**src/rtl/axi_types_pkg.sv**
```systemverilog
// Shared AXI4 encodings and write-engine state type.
package axi_types_pkg;

  localparam int unsigned AxiIdHeaderSize      = 4;
  localparam int unsigned AxiTransactionIdSize = 4;

  localparam logic [1:0] BurstFixed = 2'b00;
  localparam logic [1:0] BurstIncr  = 2'b01;
  localparam logic [1:0] BurstWrap  = 2'b10;
  localparam logic [1:0] BurstRsvd  = 2'b11;

  localparam logic [1:0] RespOkay   = 2'b00;
  localparam logic [1:0] RespSlverr = 2'b10;

  typedef enum logic [1:0] {
    WrIdle = 2'd0,
    WrData = 2'd1,
    WrResp = 2'd2
  } wr_state_e;

  function automatic logic wrap_len_ok(input logic [7:0] len);
    return (len == 8'd1) || (len == 8'd3) || (len == 8'd7) || (len == 8'd15);
  endfunction

endpackage

```
**src/rtl/axi_burst_addr_calc.sv**
```systemverilog
// Combinational next-beat address for FIXED/INCR/WRAP bursts; shared by the read and write engines.
module axi_burst_addr_calc
  import axi_types_pkg::*;
#(
  parameter int unsigned AW = 32
) (
  input  logic [AW-1:0] addr_i,
  input  logic [2:0]    size_i,
  input  logic [7:0]    len_i,
  input  logic [1:0]    burst_i,
  output logic [AW-1:0] next_addr_o
);

  logic [AW-1:0] step;
  logic [AW-1:0] aligned;
  logic [AW-1:0] incr;
  logic [AW-1:0] total;
  logic [AW-1:0] wrap_base;

  always_comb begin
    step      = AW'(1) << size_i;
    aligned   = addr_i & ~(step - AW'(1));
    incr      = aligned + step;
    total     = step * (AW'(len_i) + AW'(1));
    wrap_base = addr_i & ~(total - AW'(1));
    unique case (burst_i)
      BurstIncr: next_addr_o = incr;
      BurstWrap: next_addr_o = (incr == wrap_base + total) ? wrap_base : incr;
      default:   next_addr_o = addr_i;
    endcase
  end

endmodule

```
**src/rtl/axi_wr_beat_engine.sv**
```systemverilog
// Single-outstanding AXI4 write burst engine: AW capture, per-beat addressing, memory port, B response.
module axi_wr_beat_engine
  import axi_types_pkg::*;
#(
  parameter int unsigned DW  = 32,
  parameter int unsigned AW  = 32,
  parameter int unsigned IDW = AxiIdHeaderSize + AxiTransactionIdSize
) (
  input  logic              aclk,
  input  logic              areset,
  input  logic [IDW-1:0]    awid,
  input  logic [AW-1:0]     awaddr,
  input  logic [7:0]        awlen,
  input  logic [2:0]        awsize,
  input  logic [1:0]        awburst,
  input  logic              awvalid,
  output logic              awready,
  input  logic [DW-1:0]     wdata,
  input  logic [DW/8-1:0]   wstrb,
  input  logic              wlast,
  input  logic              wvalid,
  output logic              wready,
  output logic [IDW-1:0]    bid,
  output logic [1:0]        bresp,
  output logic              bvalid,
  input  logic              bready,
  output logic              mem_we,
  output logic [AW-1:0]     mem_addr,
  output logic [DW-1:0]     mem_wdata,
  output logic [DW/8-1:0]   mem_wstrb,
  input  logic              mem_ready
);

  localparam logic [1:0]  StIdle  = WrIdle;
  localparam logic [1:0]  StData  = WrData;
  localparam logic [1:0]  StResp  = WrResp;
  localparam int unsigned SizeMax = $clog2(DW / 8);

  logic [1:0]     state_q, state_d;
  logic [IDW-1:0] id_q, id_d;
  logic [AW-1:0]  addr_q, addr_d;
  logic [7:0]     len_q, len_d;
  logic [2:0]     size_q, size_d;
  logic [1:0]     burst_q, burst_d;
  logic [7:0]     cnt_q, cnt_d;
  logic           err_q, err_d;
  logic           last_err_q, last_err_d;

  logic [AW-1:0]  next_addr;
  logic [AW-1:0]  aw_step;
  logic [AW-1:0]  aw_aligned;
  logic [16:0]    aw_end_off;
  logic           aw_illegal;
  logic           beat_done;
  logic           last_beat;

  axi_burst_addr_calc #(
    .AW (AW)
  ) u_addr_calc (
    .addr_i      (addr_q),
    .size_i      (size_q),
    .len_i       (len_q),
    .burst_i     (burst_q),
    .next_addr_o (next_addr)
  );

  // Legality of the AW request; the 4 KB test uses the burst's end offset within its page.
  always_comb begin
    aw_step    = AW'(1) << awsize;
    aw_aligned = awaddr & ~(aw_step - AW'(1));
    aw_end_off = 17'(aw_aligned[11:0]) + ((17'(awlen) + 17'd1) << awsize);
    aw_illegal = 1'b0;
    if (awburst == BurstRsvd) aw_illegal = 1'b1;
    if (32'(awsize) > SizeMax) aw_illegal = 1'b1;
    if (awburst == BurstWrap && !wrap_len_ok(awlen)) aw_illegal = 1'b1;
    if (awburst == BurstWrap && (awaddr & (aw_step - AW'(1))) != '0) aw_illegal = 1'b1;
    if (awburst == BurstIncr && aw_end_off > 17'd4096) aw_illegal = 1'b1;
  end

  // Illegal bursts still drain W beats so the master is never deadlocked.
  always_comb begin
    awready   = !areset && (state_q == StIdle);
    wready    = !areset && (state_q == StData) && (err_q || mem_ready);
    bvalid    = !areset && (state_q == StResp);
    mem_we    = wvalid && wready && !err_q;
    mem_addr  = areset ? '0 : addr_q;
    mem_wdata = wdata;
    mem_wstrb = wstrb;
    bid       = areset ? '0 : id_q;
    bresp     = areset ? RespOkay : ((err_q || last_err_q) ? RespSlverr : RespOkay);
    beat_done = wvalid && wready;
    last_beat = (cnt_q == len_q);
  end

  always_comb begin
    state_d    = state_q;
    id_d       = id_q;
    addr_d     = addr_q;
    len_d      = len_q;
    size_d     = size_q;
    burst_d    = burst_q;
    cnt_d      = cnt_q;
    err_d      = err_q;
    last_err_d = last_err_q;
    unique case (state_q)
      StIdle: begin
        if (awvalid) begin
          id_d       = awid;
          addr_d     = awaddr;
          len_d      = awlen;
          size_d     = awsize;
          burst_d    = awburst;
          cnt_d      = 8'd0;
          err_d      = aw_illegal;
          last_err_d = 1'b0;
          state_d    = StData;
        end
      end
      StData: begin
        if (beat_done) begin
          cnt_d  = cnt_q + 8'd1;
          addr_d = next_addr;
          // A wlast mismatch only taints the response; beats keep reaching memory.
          if (wlast != last_beat) last_err_d = 1'b1;
          if (last_beat) state_d = StResp;
        end
      end
      StResp: begin
        if (bready) state_d = StIdle;
      end
      default: state_d = StIdle;
    endcase
  end

  always_ff @(posedge aclk) begin
    if (areset) begin
      state_q    <= StIdle;
      id_q       <= '0;
      addr_q     <= '0;
      len_q      <= 8'd0;
      size_q     <= 3'd0;
      burst_q    <= BurstFixed;
      cnt_q      <= 8'd0;
      err_q      <= 1'b0;
      last_err_q <= 1'b0;
    end else begin
      state_q    <= state_d;
      id_q       <= id_d;
      addr_q     <= addr_d;
      len_q      <= len_d;
      size_q     <= size_d;
      burst_q    <= burst_d;
      cnt_q      <= cnt_d;
      err_q      <= err_d;
      last_err_q <= last_err_d;
    end
  end

endmodule

```
**config.mk**
```make
export PLATFORM = sky130hd
export DESIGN_NAME = axi_wr_beat_engine
export DESIGN_NICKNAME = d
export VERILOG_FILES = /design/src/rtl/axi_types_pkg.sv /design/src/rtl/axi_burst_addr_calc.sv /design/src/rtl/axi_wr_beat_engine.sv
export SDC_FILE = /design/constraint.sdc
export NUM_CORES = 1
export LEC_CHECK = 0
export ABC_CLOCK_PERIOD_IN_PS = 11260
export CORE_MARGIN = 2
export CORE_UTILIZATION = 50
export DETAILED_ROUTE_END_ITERATION = 10
export PLACE_DENSITY = 0.75
export SETUP_SLACK_MARGIN = 0.3
export SYNTH_ARGS = -nofsm -noshare
export SYNTH_HDL_FRONTEND = slang
export SYNTH_SLANG_ARGS = --single-unit
```
**constraint.sdc**
```tcl
create_clock -name aclk -period 11.26 [get_ports aclk]
set_clock_uncertainty 0.05 [all_clocks]
set_input_delay 3.378 -clock aclk [delete_from_list [all_inputs] [get_ports aclk]]
set_output_delay 3.378 -clock aclk [all_outputs]
set_load 0.02 [all_outputs]
```
==> impl_metrics.env <==
export IMPL_status="complete, no violations"
export IMPL_fin_util_pct=56.36
export IMPL_die_h_um=158.1
export IMPL_crit_path_end_kind="flop"
export IMPL_maxCapViolCount=0
export IMPL_hold_class="flop to flop"
export IMPL_drtAntennaViolNets=0
export IMPL_cp_max_fo=21
export IMPL_ys_ff_latch=65
export IMPL_dp_hpwl_um=29950
export IMPL_p_sw_uw=443.9
export IMPL_fmax_mhz=95.91
export IMPL_drive_gt1_share_pct=6.157
export IMPL_cts_tree="yes"
export IMPL_routedWlPerCell_um=19.04
export IMPL_crit_slowest_cell="dfxtp_1"
export IMPL_clk_path_buf_depth=2
export IMPL_netlist_area_mm2=0.01187
export IMPL_timing_hold_violations_final=0
export IMPL_n_fill_cell=2288
export IMPL_final_cell_mix="nand2_1 (191), nor2_1 (180), inv_1 (105), clkdlybuf4s50_1 (103), a21oi_1 (98)"
export IMPL_synth_async_reset_ratio_pct=0
export IMPL_die_area_mm2=0.02499
export IMPL_drcViolationCount=0
export IMPL_ys_warn_count=0
export IMPL_worstSetupPathType="flop to flop"
export IMPL_start_util_pct=50.72
export IMPL_grt_max_degree=97
export IMPL_worstPathRequired_ps=11490
export IMPL_path_common_cell="fa_1"
export IMPL_layout_nets=1894
export IMPL_yosysUniqueCellTypes=99
export IMPL_rsz0062_at_grt="no"
export IMPL_period_share_pct=92.60
export IMPL_numCtsBuffers=9
export IMPL_die_x_um=158.1
export IMPL_ys_flop_type="dfxtp_1"
export IMPL_seqPwrFrac_pct=26.0
export IMPL_antenna_found_initial=0
export IMPL_syn_inst=1685
export IMPL_finalSetupViolations=0
export IMPL_grt_util_all_layers_pct=30.54
export IMPL_fin_ws_ps=833.3
export IMPL_clk_pin_slew_ps=60
export IMPL_totalWireLength_um=38240
export IMPL_switching_share_pct=40.32
export IMPL_vias=12620
export IMPL_crit_arrival_ps=10660
export IMPL_critPathMaxStageDelay_ps=730
export IMPL_period_needed_ps=10430
export IMPL_syn_num_nets=1895
export IMPL_avgSynthCellArea_um2=7.044
export IMPL_cts_root_buffer="clkbuf_16"
export IMPL_htreeDepth=3
export IMPL_combPwrFrac_pct=43.6
export IMPL_ys_seq_area_share_pct=10.96
export IMPL_p_int_uw=657.1
export IMPL_leakage_nw=5.339
export IMPL_grt_pass1_wl_um=61340
export IMPL_tns_ps=0
export IMPL_viasPerCell=6.285
export IMPL_numPortBuffers=104
export IMPL_cts_hold_buffers=0
export IMPL_fin_area_mm2=0.01319
export IMPL_gp_congestion=0.9886
export IMPL_worstSetupStartpointType="flop"
export IMPL_power_frac_clock_pct=30.4
export IMPL_max_slew_margin_pct=31.36
export IMPL_vdd_ir_drop_max_uv=66.58
export IMPL_insertion_delay_ps=340
export IMPL_cts_sink_count=65
export IMPL_dp_slack_ps=669.6
export IMPL_fp_row_count=56
export IMPL_diodes=0
export IMPL_drtIter0Drc=1404
export IMPL_synth_edf_count=0
export IMPL_tightest_slew_ps=1004
export IMPL_core_mm2=0.02340
export IMPL_final_common_cell="nand2_1"
export IMPL_dpl_instance_area_mm2=0.01278
export IMPL_gr_total_overflow=0
export IMPL_firstDrtPassIters=7
export IMPL_ios=178
export IMPL_drv_slew=0
export IMPL_p_per_area_mw_per_mm2=83.48
export IMPL_area_growth_pct=11.12
export IMPL_grt_pass1_vias=11820
==> cells by family (layout without fill, tap and decap cells) <==
logic type      count (synthesis)  count (layout)  share of synthesized area (%)
simple gates                  713             713                          30.49
compound gates                422             422                          24.27
buf+inv                       241             245                          9.003
fa+ha+maj                     114             114                          14.86
xor+xnor                      106             106                          8.349
flops                          65              65                          10.96
mux                            23              23                          2.034
other cells                     1               1                        0.03160
==> final timing paths <==
path	from	to	slack (ps)	cells past startpoint
worst max register to register	size_q[2]	addr_q[1]	830	32
worst max-delay path	size_q[2]	addr_q[1]	830	32
worst min-delay path	id_q[5]	id_q[5]	400	2
worst min register to register	id_q[5]	id_q[5]	400	2
==> cell type report <==
type / count / area [µm²] / area share, %
inverter: 106 / 397.9 / 3.017
tap: 319 / 399.1 / 3.026
timing repair buffer: 123 / 1181 / 8.955
sequential: 65 / 1301 / 9.866
clock buffer: 10 / 229.0 / 1.736
clock inverter: 6 / 116.4 / 0.8823
multi-input combinational: 1379 / 9564 / 72.52
==> power by group through the flow <==
stage | combinational [mW] | clock (mW) | sequential, mW
2_1_floorplan | 0.368 | 0 | 0.264
3_3_place_gp | 0.458 | 0 | 0.288
3_5_place_dp | 0.465 | 0 | 0.289
4_1_cts | 0.468 | 0.338 | 0.284
5_1_grt | 0.522 | 0.346 | 0.290
6_report | 0.480 | 0.335 | 0.287
==> registers in the layout (all words and copies together) (netlist names) <==
| name | cells |
|---|---|
| state_q | 2 |
| size_q | 3 |
| id_q | 8 |
| burst_q | 2 |
| cnt_q | 8 |
| len_q | 8 |
| last_err_q | 1 |
| err_q | 1 |
| addr_q | 32 |
==> repair_timing <==
item                                    in CTS  in global routing
setup buffers                                0                  1
endpoints found under the setup margin       0                 32
gates resized for setup                      0                 10
==> worst max-delay path, delay by kind of cell (launching register included) <==
kind                     cells  cell delay [ps]
AND/OR/NAND/NOR             10             3070
buffers and inverters        4              480
XOR/XNOR                     1              110
AO/OA/AOI/OAI                9             2700
flip-flops                   1              730
adder cells (fa/ha/maj)      6             2880
multiplexers                 2              310
==> metrics by stage <==
stage	hold slack (ps)	cells	total power, mW
floorplan	381.8	1685	0.6319
global placement	388.0	1991	0.7467
detailed placement	395.8	1991	0.7539
CTS	403.7	2007	1.091
global route	423.5	2008	1.158
finish	403.7	2008	1.101
==> cell usage after synthesis, types with 6 or more instances <==
cell type / n / area (µm²)
mux2i_1: 17 / 170.2
a211o_1: 6 / 52.55
nand4_1: 23 / 143.9
o211a_1: 6 / 60.06
xnor2_1: 62 / 543.0
a21o_1: 16 / 120.1
nor3_1: 43 / 215.2
o2111ai_1: 8 / 70.07
a311oi_1: 6 / 52.55
buf_1: 7 / 26.28
and2_1: 22 / 137.6
nor2_1: 181 / 679.4
inv_1: 105 / 394.1
xor2_1: 39 / 341.6
ha_1: 69 / 863.3
a41oi_1: 6 / 52.55
a21oi_1: 98 / 490.5
buf_2: 8 / 40.04
a211oi_1: 19 / 142.6
o21ai_0: 82 / 410.4
fa_1: 45 / 900.9
nor4_1: 14 / 87.58
a22o_1: 6 / 52.55
a2111oi_0: 6 / 52.55
buf_4: 37 / 277.8
nand2b_1: 26 / 162.7
nor2b_1: 43 / 269.0
nor3b_1: 12 / 90.09
clkbuf_1: 81 / 304.0
a31oi_1: 26 / 162.7
dfxtp_1: 65 / 1301
o22ai_1: 13 / 81.33
nand3_1: 51 / 255.2
o21a_1: 14 / 105.1
or3_1: 19 / 118.9
o41ai_1: 6 / 52.55
a22oi_1: 6 / 45.04
or2_2: 15 / 93.84
o31ai_1: 7 / 52.55
o211ai_1: 23 / 172.7
nand3b_1: 10 / 75.07
nand2_1: 191 / 716.9
and3_1: 24 / 150.1
==> routing by layer <==
| metal | global-route usage [%] | share of wire [%] | up-vias |
|---|---|---|---|
| met5 | 0 | 0 | - |
| met4 | 8.065 | 2.1 | 0 |
| met3 | 3.805 | 8.7 | 72 |
| met2 | 49.46 | 45 | 614 |
| met1 | 42.88 | 44 | 5984 |
| li1 | - | - | 5951 |
Power figures use the tool's default switching activity.
==> variant 1, RTL diff (same flow settings) <==
Make the reset (`areset`) asynchronous in one clocked block.
--- a/src/rtl/axi_wr_beat_engine.sv
+++ b/src/rtl/axi_wr_beat_engine.sv
@@ -133,5 +133,5 @@
   end
 
-  always_ff @(posedge aclk) begin
+  always_ff @(posedge aclk or posedge areset) begin
     if (areset) begin
       state_q    <= StIdle;
Check against the original RTL: same outputs for any inputs over 4 cycles, from zero or initial values and one cycle with areset high; that may be too few to reach the edited logic, so the function may still have changed.
==> variant 1 against the unedited design <==
- critical endpoint is now addr_q[31]
- area after synthesis rose by 4.6%
- sequential cell count did not move
- final area rose by 2.9%
- via count rose by 3.1%
- setup slack improved by 0.11 ns
- first-iteration DRC count barely moved
- wire length rose by 8.2%
Power is left out: it rests on default switching activity, and per cell area and clock period it moved more than threefold.
==> variant 1: results (changes against the unedited design) <==
Status:
- The flow ran to the end, and the final reports show no timing, DRC or antenna violations.

Worst setup path:
- The worst register-to-register path ends at addr_q[31].
- The critical register-to-register path startpoint is len_q[0].
- The length in cells of the worst reg-to-reg path is 38 (+19%).
- The biggest cell delay along the critical path is 0.57 ns (-0.16 ns).
- The slack of the worst reg-to-reg path is 0.95 ns (+0.11 ns).
- The worst path arrival time is 10.49 ns (-0.17 ns).

Routing:
- The total number of vias is 13000 (+3.1%).
- The DRC marker count from the first detailed-route iteration was 1403 (-0.071%).
- The total routed wirelength is 41.4 mm (+8.2%).

Cells and area:
- The core utilization of the finished layout is 55.8% (-0.55 points).
- The number of nets in the finished design is 1923 (+1.5%).
- The filler cell count is 2308 (+0.87%).
- The register with the most flip-flops in the final layout is addr_q.
- The final standard cell count with taps included and fillers excluded is 2042 (+1.7%).
- The share of post-route cells with drive strength above 1 is 6.11% (-0.046 points).

Logic synthesis:
- The count of unique library cells instantiated by Yosys is 103 (+4.0%).
- By count the netlist is led by nand2_1 (212), nor2_1 (161), inv_1 (104).
- The fraction of registers with async set or reset after synthesis is 100% (+100 points).
- The synthesized instance count is 1729 (+2.6%).
- The fraction of the yosys area taken by sequential cells is 13.1% (+2.1 points).
- In the post-synthesis netlist, the biggest area contributors are dfrtp_1 (13%), fa_1 (7.3%), ha_1 (7.0%), nand2_1 (6.4%), nor2_1 (4.9%).

Timing:
- The final hold slack was 0.421 ns (+0.0171 ns).
- The relative slew slack came to 19.9% (-11 points).

Global route:
- The first-pass GRT wire length came to 66.0 mm (+7.7%).
- The largest net degree at the start of global routing is 66 (-32%).
- The overall fraction of global-route tracks in use is 31.5% (+0.95 points).
- The via count of the first global-routing pass came to 12300 (+4.4%).

Min path:
- The worst hold endpoint is id_q[2].

Place:
- The final weighted congestion of routability-driven global placement is 1.01 (+2.3%).
- The placement-stage cell area is 13300 um^2 (+3.7%).
- The worst setup slack after placement came to 0.728 ns (+0.0583 ns).
- The detailed-placement wirelength estimate is 32.2 mm (+7.6%).

Clocking:
- The maximum root-to-sink buffer count is 2 (unchanged).
## variant 1: changes by cell type in the layout (fill, tap and decap cells not counted), sizes merged, moves of 11 or more
cell / delta
a21o: +11
dfxtp: -65
nor2: -17
o211ai: -17
dfrtp: +65
and3: +15
nand2: +21
## variant 1: cell type report
class / instances / share of cell area, %
Multi-Input combinational cell: 1412 / 71.4
Timing Repair Buffer: 117 / 8.38
Clock buffer: 9 / 1.66
Sequential cell: 65 / 12.0
Tap cell: 324 / 2.99
Inverter: 108 / 2.99
Clock inverter: 7 / 0.572
## variant 1: worst max-delay path: cells and delay by family, from the launching register on
family / cells / cell delay (ns)
buf+inv: 5 / 0.62
simple gates: 11 / 2.09
xor+xnor: 2 / 0.76
fa+ha+maj: 6 / 2.80
compound gates: 14 / 3.34
flops: 1 / 0.52
## variant 1: worst max path at each step
stage          startpoint         end  slack [ns]  cells after the start
4_1_cts         size_q[0]  addr_q[31]        0.69                     33
5_1_grt          len_q[0]  addr_q[27]        0.34                     38
2_1_floorplan   size_q[0]   addr_q[5]        1.82                     39
3_3_place_gp    size_q[1]   addr_q[0]        0.92                     30
3_5_place_dp    size_q[0]  addr_q[15]        0.73                     30
6_report         len_q[0]  addr_q[31]        0.95                     38
## variant 1: kinds of logic (layout without fill, tap and decap cells)
group	Yosys count	after routing	synth area share (%)
simple gates	765	765	31.8
compound gates	401	401	22.0
buf+inv	252	241	9.02
fa+ha+maj	114	114	14.2
xor+xnor	102	102	7.38
flops	65	65	13.1
mux	29	29	2.48
other cells	1	1	0.0302
## variant 1: per-layer routing
layer | wire, um | vias up | global-route usage, %
li1 | - | 6035 | -
met5 | 0 | - | 0
met4 | 1290 | 0 | 9.90
met1 | 17200 | 6158 | 43.1
met2 | 18900 | 730 | 51.3
met3 | 4030 | 89 | 4.60
==> variant 2, RTL diff (same settings) <==
Without the edit above. `AW` is set to 32 in 2 places; all go to 64.
--- a/src/rtl/axi_burst_addr_calc.sv
+++ b/src/rtl/axi_burst_addr_calc.sv
@@ -3,5 +3,5 @@
   import axi_types_pkg::*;
 #(
-  parameter int unsigned AW = 32
+  parameter int unsigned AW = 64
 ) (
   input  logic [AW-1:0] addr_i,
--- a/src/rtl/axi_wr_beat_engine.sv
+++ b/src/rtl/axi_wr_beat_engine.sv
@@ -4,5 +4,5 @@
 #(
   parameter int unsigned DW  = 32,
-  parameter int unsigned AW  = 32,
+  parameter int unsigned AW  = 64,
   parameter int unsigned IDW = AxiIdHeaderSize + AxiTransactionIdSize
 ) (
Ports: changed (resized awaddr and mem_addr); port bits go from 178 to 242. The function was not compared with the original's and may differ.
==> variant 2 against the unedited design <==
- setup slack got worse by 0.18 ns
- wire length increased by 92%
- global-route usage increased by 11 points
- area after synthesis increased by 40%
- sequential cell count increased by 32
- cell count increased by 44%
- total power increased by 44%
- synthesized cell count increased by 44%
- sequential share of layout area increased by 0.53 points
- final area increased by 42%
- critical path type unchanged
- highest routed layer unchanged
==> variant 2: results (changes against the unedited design) <==
Worst setup path:
- The biggest cell delay along the critical path is 0.54 ns (-0.19 ns).
- The slack of the worst reg-to-reg path is 0.66 ns (-0.18 ns).
- The biggest fanout along the worst timing path was 51 (+140%).
- The slowest stage of the critical path belongs to the cell fa_1.
- The length in cells of the worst reg-to-reg path is 37 (+16%).

Global route:
- The first-pass GRT wire length is 108 mm (+76%).
- The overall fraction of global-route tracks in use is 41.4% (+11 points).
- The global-route met3 utilization was 16.2% (+12 points).
- The met1 capacity usage during global routing came to 57.9% (+15 points).
- The largest net degree at the start of global routing is 75 (-23%).
- The via count of the first global-routing pass came to 17700 (+50%).
- The initial antenna violation count was 1 (+1).
- The met2 track demand over resource is 58.5% (+9.0 points).

Routing:
- The detailed route wirelength on metal2 is 29.1 mm (+68%).
- The post-detailed-route via-to-cell ratio is 6.65 (+5.7%).
- The total iterations of the first detailed-routing run is 6 (-1).
- The detailed-route wire length on metal 1 was 31.0 mm (+85%).
- The total routed wirelength is 73.3 mm (+92%).
- The DRC marker count from the first detailed-route iteration is 2599 (+85%).

Cells and area:
- The flip-flop count of the largest register, all copies and words added is 64 (+100%).
- The filler cell count is 3176 (+39%).
- The number of nets in the finished design is 2683 (+42%).
- The share of post-route cells with drive strength above 1 came to 6.68% (+0.52 points).

Place:
- The final weighted congestion of routability-driven global placement is 1.07 (+7.8%).
- The quantity of I/O buffers inserted on ports came to 168 (+62%).
- The number of instances in the placed design is 2861 (+44%).
- The detailed-placement wirelength estimate came to 57.0 mm (+90%).

Status:
- The run finished with clean final reports.

Logic synthesis:
- The count of unique library cells instantiated by Yosys is 115 (+16%).
- The synthesized instance count is 2418 (+44%).
- Yosys attributes the largest share of cell area to dfxtp_1 (12%), nand2_1 (6.7%), ha_1 (5.5%), fa_1 (5.4%), nor2_1 (4.8%).
- The parity-gate share of the synthesized area counting xor and xnor cells is 8.14% (-0.21 points).
- The adder and majority cell fraction of the synthesized area was 10.9% (-3.9 points).
- The fraction of the yosys area taken by sequential cells is 11.7% (+0.73 points).

Timing:
- The slew at the pin closest to its max-slew limit came to 1.28 ns (+0.280 ns).

Power:
- The switching power total is 0.731 mW (+65%).
- The leakage power summed over all cells is 7.17 nW (+34%).
- The worst vdd rail ir drop is 63.2 uV (-5.1%).

Clocking:
- The latest clock arrival within the worst-skew pair is 0.38 ns (+0.04 ns).
- The clock transition at the registers of the reported paths came to 0.08 ns (+0.02 ns).
[variant 2: stage by stage]
stage               power, mW  hold slack [ns]  util (%)  cell area [um^2]
global route             1.63            0.430      57.4             18700
CTS                      1.53            0.406      56.8             18500
global placement         1.17            0.387      55.9             18200
detailed placement       1.18            0.395      55.9             18200
floorplan               0.922            0.382         -             16600
finish                   1.59            0.404      57.4             18700
[variant 2: layout make-up]
type | instances | area share [%]
clock buffer | 10 | 1.22
clock inverter | 5 | 0.461
inverter | 116 | 2.33
multi-input combinational | 1995 | 71.5
sequential | 97 | 10.4
tap | 442 | 2.96
timing repair buffer | 218 | 11.1
[variant 2: how the worst max path moves through the flow]
stage | end | slack (ns) | cells after the start
finish | addr_q[19] | 0.66 | 37
global route | addr_q[19] | 0.32 | 37
CTS | addr_q[31] | 0.41 | 33
detailed placement | addr_q[31] | 0.44 | 33
global placement | addr_q[18] | 0.59 | 34
floorplan | addr_q[12] | 1.33 | 42
